--- src/rtl/wave_display.sv ---
`default_nettype none
// ============================================================================
//  Module   : wave_display
//  Purpose  : Draws a captured waveform as a vertical-segment polyline in a
//             512x512 window (x 512..1023, y 0..511) of the video raster.
//             Each RAM sample spans two columns; a pixel is lit when its
//             row lies between the previous and current sample values.
//  Ports    : clk, reset (async, active-high)
//             x, y, valid        - raster position from the timing block
//             read_index         - buffer half last completed by capture
//             read_address       - {buffer bit, sample index} to sample RAM
//             read_value         - RAM data, one cycle after read_address
//             valid_pixel, r/g/b - pixel output, two cycles after x/y/valid
//             wave_display_idle  - high outside the window (buffer swap ok)
//  Revision : 1.0  initial release
// ============================================================================
module wave_display #(
    parameter logic [23:0] WAVE_RGB = 24'hFFFFFF,
    parameter logic [23:0] BG_RGB   = 24'h000000
) (
    input  logic        clk,
    input  logic        reset,
    input  logic [10:0] x,
    input  logic [9:0]  y,
    input  logic        valid,
    input  logic        read_index,
    output logic [8:0]  read_address,
    input  logic [7:0]  read_value,
    output logic        valid_pixel,
    output logic [7:0]  r,
    output logic [7:0]  g,
    output logic [7:0]  b,
    output logic        wave_display_idle
);

    // Column and row LSBs are dropped: samples and rows are both doubled.
    logic unused_bits;
    assign unused_bits = &{1'b0, x[0], y[0]};

    // ------------------------------------------------------------------
    // Stage 0: window decode and RAM address
    // ------------------------------------------------------------------
    logic in_window;
    assign in_window = valid && (x[10:9] == 2'b01) && !y[9];

    logic buf_sel_q;
    assign read_address = {buf_sel_q, x[8:1]};

    // Idle goes high on any row below the window and only falls once a
    // visible in-window row starts; blanking cycles inside the frame hold it.
    logic idle_q, idle_d;
    always_comb begin
        idle_d = idle_q;
        if (y[9]) begin
            idle_d = 1'b1;
        end else if (valid) begin
            idle_d = 1'b0;
        end
    end

    // ------------------------------------------------------------------
    // Stage 1: registered position, aligned with the arriving read_value
    // ------------------------------------------------------------------
    logic       valid1_q, inwin1_q;
    logic [7:0] idx1_q, row1_q;
    logic [7:0] cur_sample_q, prev_sample_q, last_idx_q;

    always_ff @(posedge clk or posedge reset) begin
        if (reset) begin
            buf_sel_q <= 1'b0;
            idle_q    <= 1'b1;
            valid1_q  <= 1'b0;
            inwin1_q  <= 1'b0;
            idx1_q    <= 8'd0;
            row1_q    <= 8'd0;
        end else begin
            if (idle_q) begin
                buf_sel_q <= read_index;
            end
            idle_q   <= idle_d;
            valid1_q <= valid;
            inwin1_q <= in_window;
            idx1_q   <= x[8:1];
            row1_q   <= y[8:1];
        end
    end

    // Effective segment endpoints for the pixel now in stage 1. The current
    // endpoint is read_value itself; the previous endpoint is the sample of
    // the preceding index, collapsing to a single point at index 0.
    logic       line_start, new_index;
    logic [7:0] prev_eff;
    logic [7:0] seg_lo, seg_hi;
    logic       on_wave;

    always_comb begin
        line_start = (idx1_q == 8'd0);
        new_index  = (idx1_q != last_idx_q);
        prev_eff   = prev_sample_q;
        if (line_start) begin
            prev_eff = read_value;
        end else if (new_index) begin
            prev_eff = cur_sample_q;
        end
        if (prev_eff < read_value) begin
            seg_lo = prev_eff;
            seg_hi = read_value;
        end else begin
            seg_lo = read_value;
            seg_hi = prev_eff;
        end
        on_wave = (row1_q >= seg_lo) && (row1_q <= seg_hi);
    end

    logic [7:0] cur_sample_d, prev_sample_d, last_idx_d;
    always_comb begin
        cur_sample_d  = cur_sample_q;
        prev_sample_d = prev_sample_q;
        last_idx_d    = last_idx_q;
        if (inwin1_q) begin
            cur_sample_d  = read_value;
            prev_sample_d = prev_eff;
            last_idx_d    = idx1_q;
        end
    end

    always_ff @(posedge clk or posedge reset) begin
        if (reset) begin
            cur_sample_q  <= 8'd0;
            prev_sample_q <= 8'd0;
            last_idx_q    <= 8'd0;
        end else begin
            cur_sample_q  <= cur_sample_d;
            prev_sample_q <= prev_sample_d;
            last_idx_q    <= last_idx_d;
        end
    end

    // ------------------------------------------------------------------
    // Stage 2: registered pixel output, black whenever not valid
    // ------------------------------------------------------------------
    logic        pix_valid_d;
    logic [23:0] rgb_d;
    always_comb begin
        pix_valid_d = valid1_q && inwin1_q;
        rgb_d       = 24'd0;
        if (pix_valid_d) begin
            rgb_d = on_wave ? WAVE_RGB : BG_RGB;
        end
    end

    logic        valid_pixel_q;
    logic [23:0] rgb_q;
    always_ff @(posedge clk or posedge reset) begin
        if (reset) begin
            valid_pixel_q <= 1'b0;
            rgb_q         <= 24'd0;
        end else begin
            valid_pixel_q <= pix_valid_d;
            rgb_q         <= rgb_d;
        end
    end

    assign valid_pixel       = valid_pixel_q;
    assign {r, g, b}         = rgb_q;
    assign wave_display_idle = idle_q;

endmodule
`default_nettype wire

--- config.mk ---
export PLATFORM = sky130hd
export DESIGN_NAME = wave_display
export DESIGN_NICKNAME = d
export VERILOG_FILES = /design/src/rtl/wave_display.sv
export SDC_FILE = /design/constraint.sdc
export NUM_CORES = 1
export LEC_CHECK = 0
export BUFFER_PORTS_ARGS = -buffer_cell sky130_fd_sc_hd__buf_2
export CORE_MARGIN = 5
export CORE_UTILIZATION = 54
export DETAILED_ROUTE_END_ITERATION = 7
export GPL_TIMING_DRIVEN = 0
export PLACE_DENSITY = 0.77
export SYNTH_ARGS = -nofsm -noshare
export SYNTH_HDL_FRONTEND = slang
export SYNTH_SLANG_ARGS = --single-unit
--- constraint.sdc ---
create_clock -name clk -period 4.7 [get_ports clk]
set_input_delay 0 -clock clk [delete_from_list [all_inputs] [get_ports clk]]
set_output_delay 0 -clock clk [all_outputs]
set_load 0.02 [all_outputs]
==> results of run 1 <==
## power breakdown
group / switching (uW) / internal [uW]
clock: 138 / 159
combinational: 209 / 224
sequential: 39.9 / 460
## critical path, stage by stage, from the launching register on
cell       delay [ps]
dfrtp_1           440
xor2_1            190
nor4_4            270
buf_4             180
nand2_2           120
buf_4             170
mux2i_1           100
o21ai_0           400
ha_1              340
o2111ai_2         140
a211o_1           200
o311ai_4          150
nor2_1            150
mux2_1            350
ha_1              280
nand2b_1          150
a21o_1            180
a21oi_1           160
nor2b_1            60
o211ai_1          170
a211oi_1          100
## worst max-delay path by stage
stage / endpoint / startpoint / cells after the start
finish: rgb_q[22] / idx1_q[2] / 20
global route: rgb_q[22] / idx1_q[2] / 20
CTS: rgb_q[22] / idx1_q[6] / 20
detailed placement: rgb_q[22] / idx1_q[2] / 20
global placement: rgb_q[22] / idx1_q[2] / 20
floorplan: rgb_q[22] / idx1_q[7] / 19
## synth_stat cells (all sizes together)
| cell type | count | area share, % |
|---|---|---|
| dfrtp | 45 | 41 |
| buf | 38 | 10 |
| mux2 | 27 | 11 |
| ha | 23 | 10 |
| mux2i | 14 | 5.1 |
| a21oi | 12 | 2.2 |
| nand2 | 11 | 1.8 |
| inv | 10 | 1.4 |
| nor2 | 10 | 1.4 |
| o21ai | 10 | 1.8 |
| xor2 | 8 | 2.5 |
| a21o | 5 | 1.4 |
| nor4 | 4 | 2.0 |
| o21a | 3 | 0.81 |
| a211oi | 2 | 0.54 |
| and2 | 2 | 0.45 |
| and3 | 2 | 0.45 |
| nand2b | 2 | 0.45 |
| nand3 | 2 | 0.36 |
| nor2b | 2 | 0.45 |
| a2111oi | 1 | 0.32 |
| a211o | 1 | 0.32 |
| a221oi | 1 | 0.32 |
| and4 | 1 | 0.32 |
| clkbuf | 1 | 0.14 |
| dfstp | 1 | 0.95 |
| nand4 | 1 | 0.23 |
| nor3 | 1 | 0.18 |
| nor4b | 1 | 0.32 |
| o2111ai | 1 | 0.32 |
| o211ai | 1 | 0.27 |
| o2bb2ai | 1 | 0.32 |
| o311ai | 1 | 0.95 |
## kinds of logic (layout without fill, tap and decap cells)
logic type / count (synthesis) / in the layout
DFF: 46 / 46
muxes: 41 / 41
and+or+nand+nor: 39 / 40
buffers and inverters: 49 / 157
xor gates and xnor gates: 8 / 8
AOI/OAI and AO/OA: 39 / 39
adders and majority gates: 23 / 23
## routing by layer
metal	share of wire, %	up-vias	routed length [um]	track usage [%]
met5	0	-	0	0
met4	1.1	0	63	5.648
met3	3.7	7	218	3.509
met2	52	58	3080	35.59
met1	43	977	2533	22.70
li1	-	1047	-	-
## registers in the layout, indices dropped and copies added, names as in the netlist
| name | count |
|---|---|
| wave_display_idle | 1 |
| idx1_q | 8 |
| valid_pixel | 1 |
| inwin1_q | 1 |
| cur_sample_q | 8 |
| last_idx_q | 8 |
| row1_q | 8 |
| rgb_q | 1 |
| buf_sel_q | 1 |
| valid1_q | 1 |
| prev_sample_q | 8 |
## through the flow
stage                     cell area [um2]  setup WS [ps]  util [%]
after global routing                 3699          21.92     73.35
final                                3699          260.7     73.35
after floorplan                      2769          562.1         -
after detailed placement             3202          20.54     63.50
after CTS                            3601          6.128     71.41
after global placement               3182          85.72     63.10
## repair_timing
item                                    CTS  global route
gates resized for setup                   1            14
endpoints found under the hold margin    45             0
gates cloned                              0             1
buffers inserted                          0             6
hold buffers                             28             0
pin swaps                                 0             3
endpoints found under the setup margin    1             1
## area by class of cell
cell class	instances	area share, %
buffer	39	7.645
clock buffer	5	1.861
clock inverter	3	1.184
inverter	10	1.015
multi-input combinational	151	36.64
sequential	46	31.16
tap	70	2.368
timing repair buffer	100	18.13
==> summary.txt, run 1 <==
Final layout
  • Non-Filler Instances: 424
  • Area delta synth->final: 33.57%
  • Most frequent cells in the layout: buf_2, dfrtp_1, buf_4
  • Layout fillers: 370
  • FF+latch area: 0.001152 mm2
  • Ratio of cells with drive above 1 in the final layout: 43.79%
  • Commonest non-fill, non-tap cell in the layout: buf_2
  • Multi-input logic area: 0.001355 mm2
  • ANT cells: 0
  • Layout Nets: 409

Critical path
  • WP data required: 4870 ps
  • Critical path launch point type: register
  • CP arrival: 4610 ps
  • R2R setup slack: 260 ps
  • Critical R2R Launch: idx1_q[2]
  • Worst-path fanout max: 5
  • R2R cell count: 20
  • CP Capture Type: register
  • Reg2reg end: rgb_q[22]
  • Kind of critical path: register to register

Detailed routing
  • Initial DRC Count: 90
  • WL final: 5896 um
  • Post-DRT Antenna Nets: 0
  • Vias: 2,089
  • DRT Pass-1 Iters: 4
  • Vias/cell: 4.927
  • Residual DRC count: 0
  • Mean routed wirelength per cell: 13.91 um

Hold path
  • Hold crit path type: primary input to register
  • End of the worst hold path: cur_sample_q[3]
  • Cells on Worst Hold Path: 2
  • Worst hold start: read_value[3]

Synthesis
  • Largest family of logic cells by synthesized area: multiplexers
  • Syn avg cell area: 11.30 um2
  • Warning count from the yosys run: 0
  • Mux contribution to synthesized area: 16.18%
  • #FFs+latches synth: 46
  • Simple-gate share of the synthesized area: 8.315%
  • Post-synthesis cell count: 245
  • Synth unique cells: 40
  • Synth Net Count: 301
  • Mapped Area: 0.002769 mm2
  • Synth Area in Compound Gates: 9.489%
  • Sequential-to-total area share from yosys stat: 41.62%
  • Post-synthesis xor/xnor area fraction: 2.531%
  • Post-Synth Adder-Cell Area: 10.39%

Clock network
  • CTS root buf: clkbuf_8
  • Clock tree buffer depth: 2
  • Worst-path clk slew: 90 ps
  • TritonCTS clock tree: yes
  • Worst skew pair latency: 300 ps
  • Sink Count: 46
  • H-tree depth: 2
  • Number of CTS-inserted buffers: 5

Timing
  • Peak Freq: 225.3 MHz
  • Final Max Tran Viols: 0
  • Final hold violation count: 0
  • # setup viols final: 0
  • Post-route minimum period: 4439 ps
  • TNS Setup: 0 ps
  • Final period util: 94.45%
  • Hold slack: 12.83 ps
  • Clock Skew: 9.033 ps
  • Worst slew pin tran: 660.2 ps
  • RSZ-0062 raised after global routing: no
  • Worst rel slew slack: 55.99%

Power and ir drop
  • Pwr dens: 332.6 mW/mm2
  • Max VDD drop: 0.0001776 V
  • Leak Pwr: 0.001921 uW
  • Final Power: 1230 uW

Global routing
  • Vias in the first global route: 2,265
  • Initial antenna violation count: 0
  • Pin count of the biggest net entering global routing: 27
  • Global Route Usage Sum: 19.28%
  • Gr ovfl total: 0
  • First-pass GRT wire length: 9963 um

Die
  • Row count: 26
  • Core ar.: 0.005042 mm2
  • I/O pins: 68
  • Die X: 81.61 um
  • Die Area: 0.006659 mm2
  • Die height: 81.61 um
  • Starting Density: 54.91%

Outcome
  • Status: finished, final reports clean

Place
  • Placed insts: 381
  • Detail Placement HPWL: 4181 um
  • IO buf count: 65
  • Gpl congestion: 0.8100

Job
  • Max Cap Viol: 0
Power figures use the tool's default switching activity.
==> run 2: changes to the inputs <==
- CORE_ASPECT_RATIO: unset -> 1.4
==> summary.txt, run 2 (synthesis results as in run 1) <==
Clock network
  • Number of CTS-inserted buffers: 5 (unchanged)
  • Clock tree buffer depth: 2 (unchanged)
  • H-tree depth: 2 (unchanged)
  • Worst-path clk slew: 90 ps (about the same)
  • Sink Count: 46 (unchanged)
  • CTS root buf: clkbuf_8 (unchanged)
  • TritonCTS clock tree: yes (unchanged)
  • Worst skew pair latency: 310 ps (was 300 ps)

Timing
  • Final hold violation count: 0 (unchanged)
  • Worst rel slew slack: 55.83% (was 55.99%)
  • Hold slack: 19.81 ps (was 12.83 ps)
  • Final Max Tran Viols: 0 (unchanged)
  • Clock Skew: 8.221 ps (was 9.033 ps)
  • Final period util: 95.41% (was 94.45%)
  • Post-route minimum period: 4484 ps (was 4439 ps)
  • Worst slew pin tran: 662.5 ps (was 660.2 ps)
  • # setup viols final: 0 (unchanged)
  • TNS Setup: 0 ps (unchanged)
  • Peak Freq: 223.0 MHz (was 225.3 MHz)

Final layout
  • Layout fillers: 351 (was 370)
  • Area delta synth->final: 35.79% (was 33.57%)
  • Commonest non-fill, non-tap cell in the layout: buf_2 (unchanged)
  • ANT cells: 0 (unchanged)
  • Ratio of cells with drive above 1 in the final layout: 45.15% (was 43.79%)
  • Final Instance Area: 0.003760 mm2 (was 0.003699 mm2)
  • Layout Nets: 416 (was 409)
  • Non-Filler Instances: 425 (was 424)
  • Most frequent cells in the layout: buf_2, buf_4, dfrtp_1 (was buf_2, dfrtp_1, buf_4)

Detailed routing
  • Residual DRC count: 0 (unchanged)
  • Vias: 2,174 (was 2,089)
  • DR top layer: met4 (unchanged)
  • Vias/cell: 5.115 (was 4.927)
  • Mean routed wirelength per cell: 14.22 um (was 13.91 um)
  • Initial DRC Count: 73 (was 90)
  • WL final: 6042 um (was 5896 um)
  • Met1 WL: 2287 um (was 2533 um)
  • DR WL met2: 3259 um (was 3080 um)
  • Post-DRT Antenna Nets: 0 (unchanged)
  • WL met3: 303 um (was 218 um)
  • DRT Pass-1 Iters: 4 (unchanged)

Place
  • IO buf count: 65 (unchanged)
  • Detail Placement HPWL: 4226 um (was 4181 um)
  • Placed insts: 375 (was 381)
  • Gpl congestion: 0.8338 (was 0.8100)
  • Placed Area: 0.003194 mm2 (was 0.003202 mm2)

Critical path
  • CP arrival: 4690 ps (was 4610 ps)
  • CP Capture Type: register (unchanged)
  • WP data required: 4910 ps (was 4870 ps)
  • Kind of critical path: register to register (unchanged)
  • Critical path launch point type: register (unchanged)
  • Worst-path fanout max: 10 (was 5)

Global routing
  • Vias in the first global route: 2,124 (was 2,265)
  • Global Route Usage Sum: 18.76% (was 19.28%)
  • Gr ovfl total: 0 (unchanged)
  • Initial antenna violation count: 0 (unchanged)
  • Pin count of the biggest net entering global routing: 32 (was 27)
  • First-pass GRT wire length: 9894 um (was 9963 um)

Die
  • Starting Density: 56.31% (was 54.91%)
  • Die height: 94.73 um (was 81.61 um)
  • Core ar.: 0.004917 mm2 (was 0.005042 mm2)
  • Row count: 30 (was 26)
  • Die Area: 0.006680 mm2 (was 0.006659 mm2)
  • I/O pins: 68 (unchanged)
  • Die X: 70.52 um (was 81.61 um)

Power and ir drop
  • Leak Pwr: 0.001958 uW (was 0.001921 uW)
  • Max VDD drop: 0.0002236 V (was 0.0001776 V)
  • Final Power: 1265 uW (was 1230 uW)
  • Pwr dens: 336.5 mW/mm2 (was 332.6 mW/mm2)

Outcome
  • Status: finished, final reports clean (unchanged)

Hold path
  • Hold crit path type: primary input to register (unchanged)

Job
  • Max Cap Viol: 0 (unchanged)
[run 2: repair_timing]
action | in CTS | in global routing
endpoints found under the setup margin | 1 | 1
gates resized for setup | 1 | 19
pin swaps | 0 | 7
setup buffers | 0 | 12
hold buffers | 29 | 0
gates cloned | 0 | 1
endpoints found under the hold margin | 60 | 0
[run 2: final timing paths]
kind | end | start | cells after the start | slack (ps)
setup reg to reg | rgb_q[22] | idx1_q[4] | 20 | 220
hold / removal | cur_sample_q[0] | read_value[0] | 2 | 20
setup / recovery | rgb_q[22] | idx1_q[4] | 20 | 220
max in group asynchronous | last_idx_q[1] | reset | 4 | 4020
min in group asynchronous | cur_sample_q[5] | reset | 3 | 210
hold reg to reg | valid_pixel | valid1_q | 1 | 510
[run 2: worst max-delay path: stages (launching register included)]
cell      delay (ps)
dfrtp_1          440
xor2_1           200
nor4_4           440
nand2_2          170
buf_4            170
mux2i_1          120
o21ai_2          210
ha_1             300
a21o_1           180
a221oi_2         320
o311ai_4         180
buf_4            170
buf_4            160
a21oi_1          190
ha_1             260
nor2b_1          130
o21a_1           160
o21a_1           160
o21ai_0          150
a21oi_1           80
a211oi_1         180
[run 2: stage by stage]
step	worst slack (ps)	utilization (%)
2_1_floorplan	562.1	-
3_3_place_gp	116.1	64.55
3_5_place_dp	41.10	64.96
4_1_cts	29.64	73.36
5_1_grt	-58.69	76.46
6_report	215.8	76.46
[run 2: per-layer routing]
| metal | GRT usage, % | up-vias |
|---|---|---|
| li1 | - | 1062 |
| met1 | 20.47 | 1039 |
| met2 | 34.38 | 56 |
| met3 | 3.727 | 17 |
| met4 | 9.105 | 0 |
| met5 | 0 | - |
[run 2: layout make-up]
cell class              count  area [um2]  area share (%)
multi-input cells         151        1365           36.31
flip-flops and latches     46        1152           30.65
repair buffers            107       725.7           19.30
plain buffers              39       282.8           7.521
clock buffers               7       86.33           2.296
well taps                  64       80.08           2.130
inverters                  10       37.54          0.9983
clock inverters             1       30.03          0.7987
[run 2: where the power goes]
part           internal (uW)  switching (uW)  leakage [uW]
sequential               460            41.4      0.000551
combinational            240             220       0.00135
clock                    173             131     0.0000585
total                    873             392       0.00196
==> run 3: changes to the inputs <==
- SETUP_SLACK_MARGIN: unset -> 0.3
- SLEW_MARGIN: unset -> 10
==> summary.txt, run 3 (synthesis results as in run 1) <==
Outcome
  • Status: finished, final reports clean (unchanged)

Critical path
  • CP Capture Type: register (unchanged)
  • Worst-path fanout max: 6 (was 10)
  • Critical R2R Launch: last_idx_q[7] (was idx1_q[4])
  • Crit path to: rgb_q[22] (unchanged)
  • Slowest stage delay, CP: 420 ps (was 440 ps)
  • Critical path's slowest cell: dfrtp_1 (unchanged)
  • WP data required: 4920 ps (was 4910 ps)
  • CP Launch Point: last_idx_q[7] (was idx1_q[4])
  • Kind of critical path: register to register (unchanged)
  • Critical path launch point type: register (unchanged)
  • CP arrival: 4570 ps (was 4690 ps)
  • Crit path cell chain: xor2_2 > nor4_4 > nand2_2 > mux2i_2 > o21ai_2 > ha_1 > and4_4 > o2111ai_4 > a211o_1 > o311ai_4 > buf_4 > buf_6 > a21oi_2 > ha_1 > nor2b_1 > o21a_1 > o21a_1 > o21ai_1 > a21oi_1 > a211oi_2 (was xor2_1 > nor4_4 > nand2_2 > buf_4 > mux2i_1 > o21ai_2 > ha_1 > a21o_1 > a221oi_2 > o311ai_4 > buf_4 > buf_4 > a21oi_1 > ha_1 > nor2b_1 > o21a_1 > o21a_1 > o21ai_0 > a21oi_1 > a211oi_1)
  • R2R setup slack: 350 ps (was 220 ps)
  • R2R cell count: 20 (unchanged)
  • Reg2reg end: rgb_q[22] (unchanged)

Global routing
  • Pin count of the biggest net entering global routing: 32 (unchanged)
  • Gr ovfl total: 0 (unchanged)
  • Vias in the first global route: 2,214 (was 2,124)
  • Initial antenna violation count: 0 (unchanged)
  • Global Route Usage Sum: 19.58% (was 18.76%)
  • First-pass GRT wire length: 10,310 um (was 9894 um)

Detailed routing
  • DRT Pass-1 Iters: 5 (was 4)
  • Vias/cell: 5.274 (was 5.115)
  • Post-DRT Antenna Nets: 0 (unchanged)
  • Vias: 2,273 (was 2,174)
  • Initial DRC Count: 84 (was 73)
  • Mean routed wirelength per cell: 15.61 um (was 14.22 um)
  • WL final: 6729 um (was 6042 um)
  • Residual DRC count: 0 (unchanged)

Timing
  • Peak Freq: 229.9 MHz (was 223.0 MHz)
  • Worst slew pin tran: 646.8 ps (was 662.5 ps)
  • TNS Setup: 0 ps (unchanged)
  • Worst rel slew slack: 56.88% (was 55.83%)
  • Post-route minimum period: 4349 ps (was 4484 ps)
  • Final Max Tran Viols: 0 (unchanged)
  • Final hold violation count: 0 (unchanged)
  • RSZ-0062 raised after global routing: no
  • Clock Skew: 9.877 ps (was 8.221 ps)
  • # setup viols final: 0 (unchanged)
  • Final period util: 92.53% (was 95.41%)

Clock network
  • Number of CTS-inserted buffers: 5 (unchanged)
  • Sink Count: 46 (unchanged)
  • TritonCTS clock tree: yes (unchanged)
  • H-tree depth: 2 (unchanged)
  • CTS root buf: clkbuf_8 (unchanged)
  • Clock tree buffer depth: 2 (unchanged)
  • Worst skew pair latency: 310 ps (about the same)
  • Worst-path clk slew: 80 ps (was 90 ps)

Final layout
  • Area delta synth->final: 43.06% (was 35.79%)
  • Ratio of cells with drive above 1 in the final layout: 51.50% (was 45.15%)
  • Commonest non-fill, non-tap cell in the layout: buf_2 (unchanged)
  • Layout fillers: 317 (was 351)
  • Layout Nets: 422 (was 416)
  • Most frequent cells in the layout: buf_2, buf_4, dfrtp_1 (unchanged)
  • Final Util: 80.56% (was 76.46%)
  • ANT cells: 0 (unchanged)

Die
  • Die X: 70.52 um (unchanged)
  • I/O pins: 68 (unchanged)
  • Die height: 94.73 um (unchanged)
  • Core ar.: 0.004917 mm2 (unchanged)
  • Row count: 30 (unchanged)
  • Die Area: 0.006680 mm2 (unchanged)
  • Starting Density: 56.31% (unchanged)

Hold path
  • Hold crit path type: primary input to register (unchanged)
  • Cells on Worst Hold Path: 2 (unchanged)

Power and ir drop
  • Pwr dens: 346.2 mW/mm2 (was 336.5 mW/mm2)
  • Final Power: 1371 uW (was 1265 uW)
  • Leak Pwr: 0.001985 uW (was 0.001958 uW)
  • Max VDD drop: 0.0002414 V (was 0.0002236 V)

Place
  • IO buf count: 65 (unchanged)
  • Detail Placement HPWL: 4226 um (unchanged)
  • Gpl congestion: 0.8338 (unchanged)

Job
  • Max Cap Viol: 0 (unchanged)
==> run 3: cell types whose count changed in the layout (fill, tap and decap cells not counted), moves of 3 or more <==
cell and change:
a21oi_1 -3, buf_4 +3, ha_1 -4, mux2i_2 +3
mux2i_1 -4, a21oi_2 +3, ha_4 +4
==> run 3: layout make-up <==
| type | instances | area [um2] | share of cell area (%) |
|---|---|---|---|
| Buffer | 39 | 292.8 | 7.391 |
| Clock inverter | 1 | 30.03 | 0.7581 |
| Tap cell | 64 | 80.08 | 2.021 |
| Multi-Input combinational cell | 151 | 1513 | 38.19 |
| Inverter | 10 | 37.54 | 0.9476 |
| Clock buffer | 7 | 86.33 | 2.179 |
| Timing Repair Buffer | 113 | 768.2 | 19.39 |
| Sequential cell | 46 | 1154 | 29.12 |
==> run 3: what timing repair did <==
action,4_1_cts,5_1_grt
gates resized for setup,18,30
buffers inserted,7,11
cloned,1,0
endpoints found under the hold margin,60,0
setup endpoints to repair,1,1
hold buffers,29,0
pin swaps,4,24
==> run 3: stage by stage <==
step | instances | cell area, um2 | worst slack, ps | hold WS [ps]
2_1_floorplan | 245 | 2769 | 562.1 | 31.43
3_3_place_gp | 374 | 3174 | 116.1 | 109.0
3_5_place_dp | 375 | 3194 | 41.10 | -2.021
4_1_cts | 420 | 3715 | 307.1 | 16.80
5_1_grt | 431 | 3961 | 237.8 | 31.66
6_report | 431 | 3961 | 351.2 | 33.53
==> run 3: worst min-delay path by stage <==
stage	from	end	slack, ps
finish	read_value[0]	cur_sample_q[0]	30
CTS	read_value[0]	cur_sample_q[0]	20
global route	read_value[0]	cur_sample_q[0]	30
detailed placement	reset	buf_sel_q	-2
global placement	y[1]	row1_q[0]	110
floorplan	x[1]	idx1_q[0]	30
==> run 3: per-layer routing <==
metal / global-route usage [%] / vias up / share of wire, %
li1: - / 1074 / -
met1: 21.26 / 1106 / 36
met2: 35.47 / 71 / 55
met3: 4.047 / 22 / 5.1
met4: 10.38 / 0 / 3.5
met5: 0 / - / 0
==> run 3: where the power goes <==
| group | total (uW) | internal, uW | switching (uW) |
|---|---|---|---|
| clock | 307 | 173 | 134 |
| combinational | 556 | 293 | 262 |
| sequential | 509 | 460 | 48.1 |
==> run 3: worst max-delay path: cells and delay by family, from the launching register on <==
family	cells	cell delay, ps
AND/OR/NAND/NOR	4	990
AO/OA/AOI/OAI	10	1480
buffers and inverters	2	310
XOR/XNOR	1	200
flip-flops	1	420
multiplexers	1	230
adder cells (fa/ha/maj)	2	620
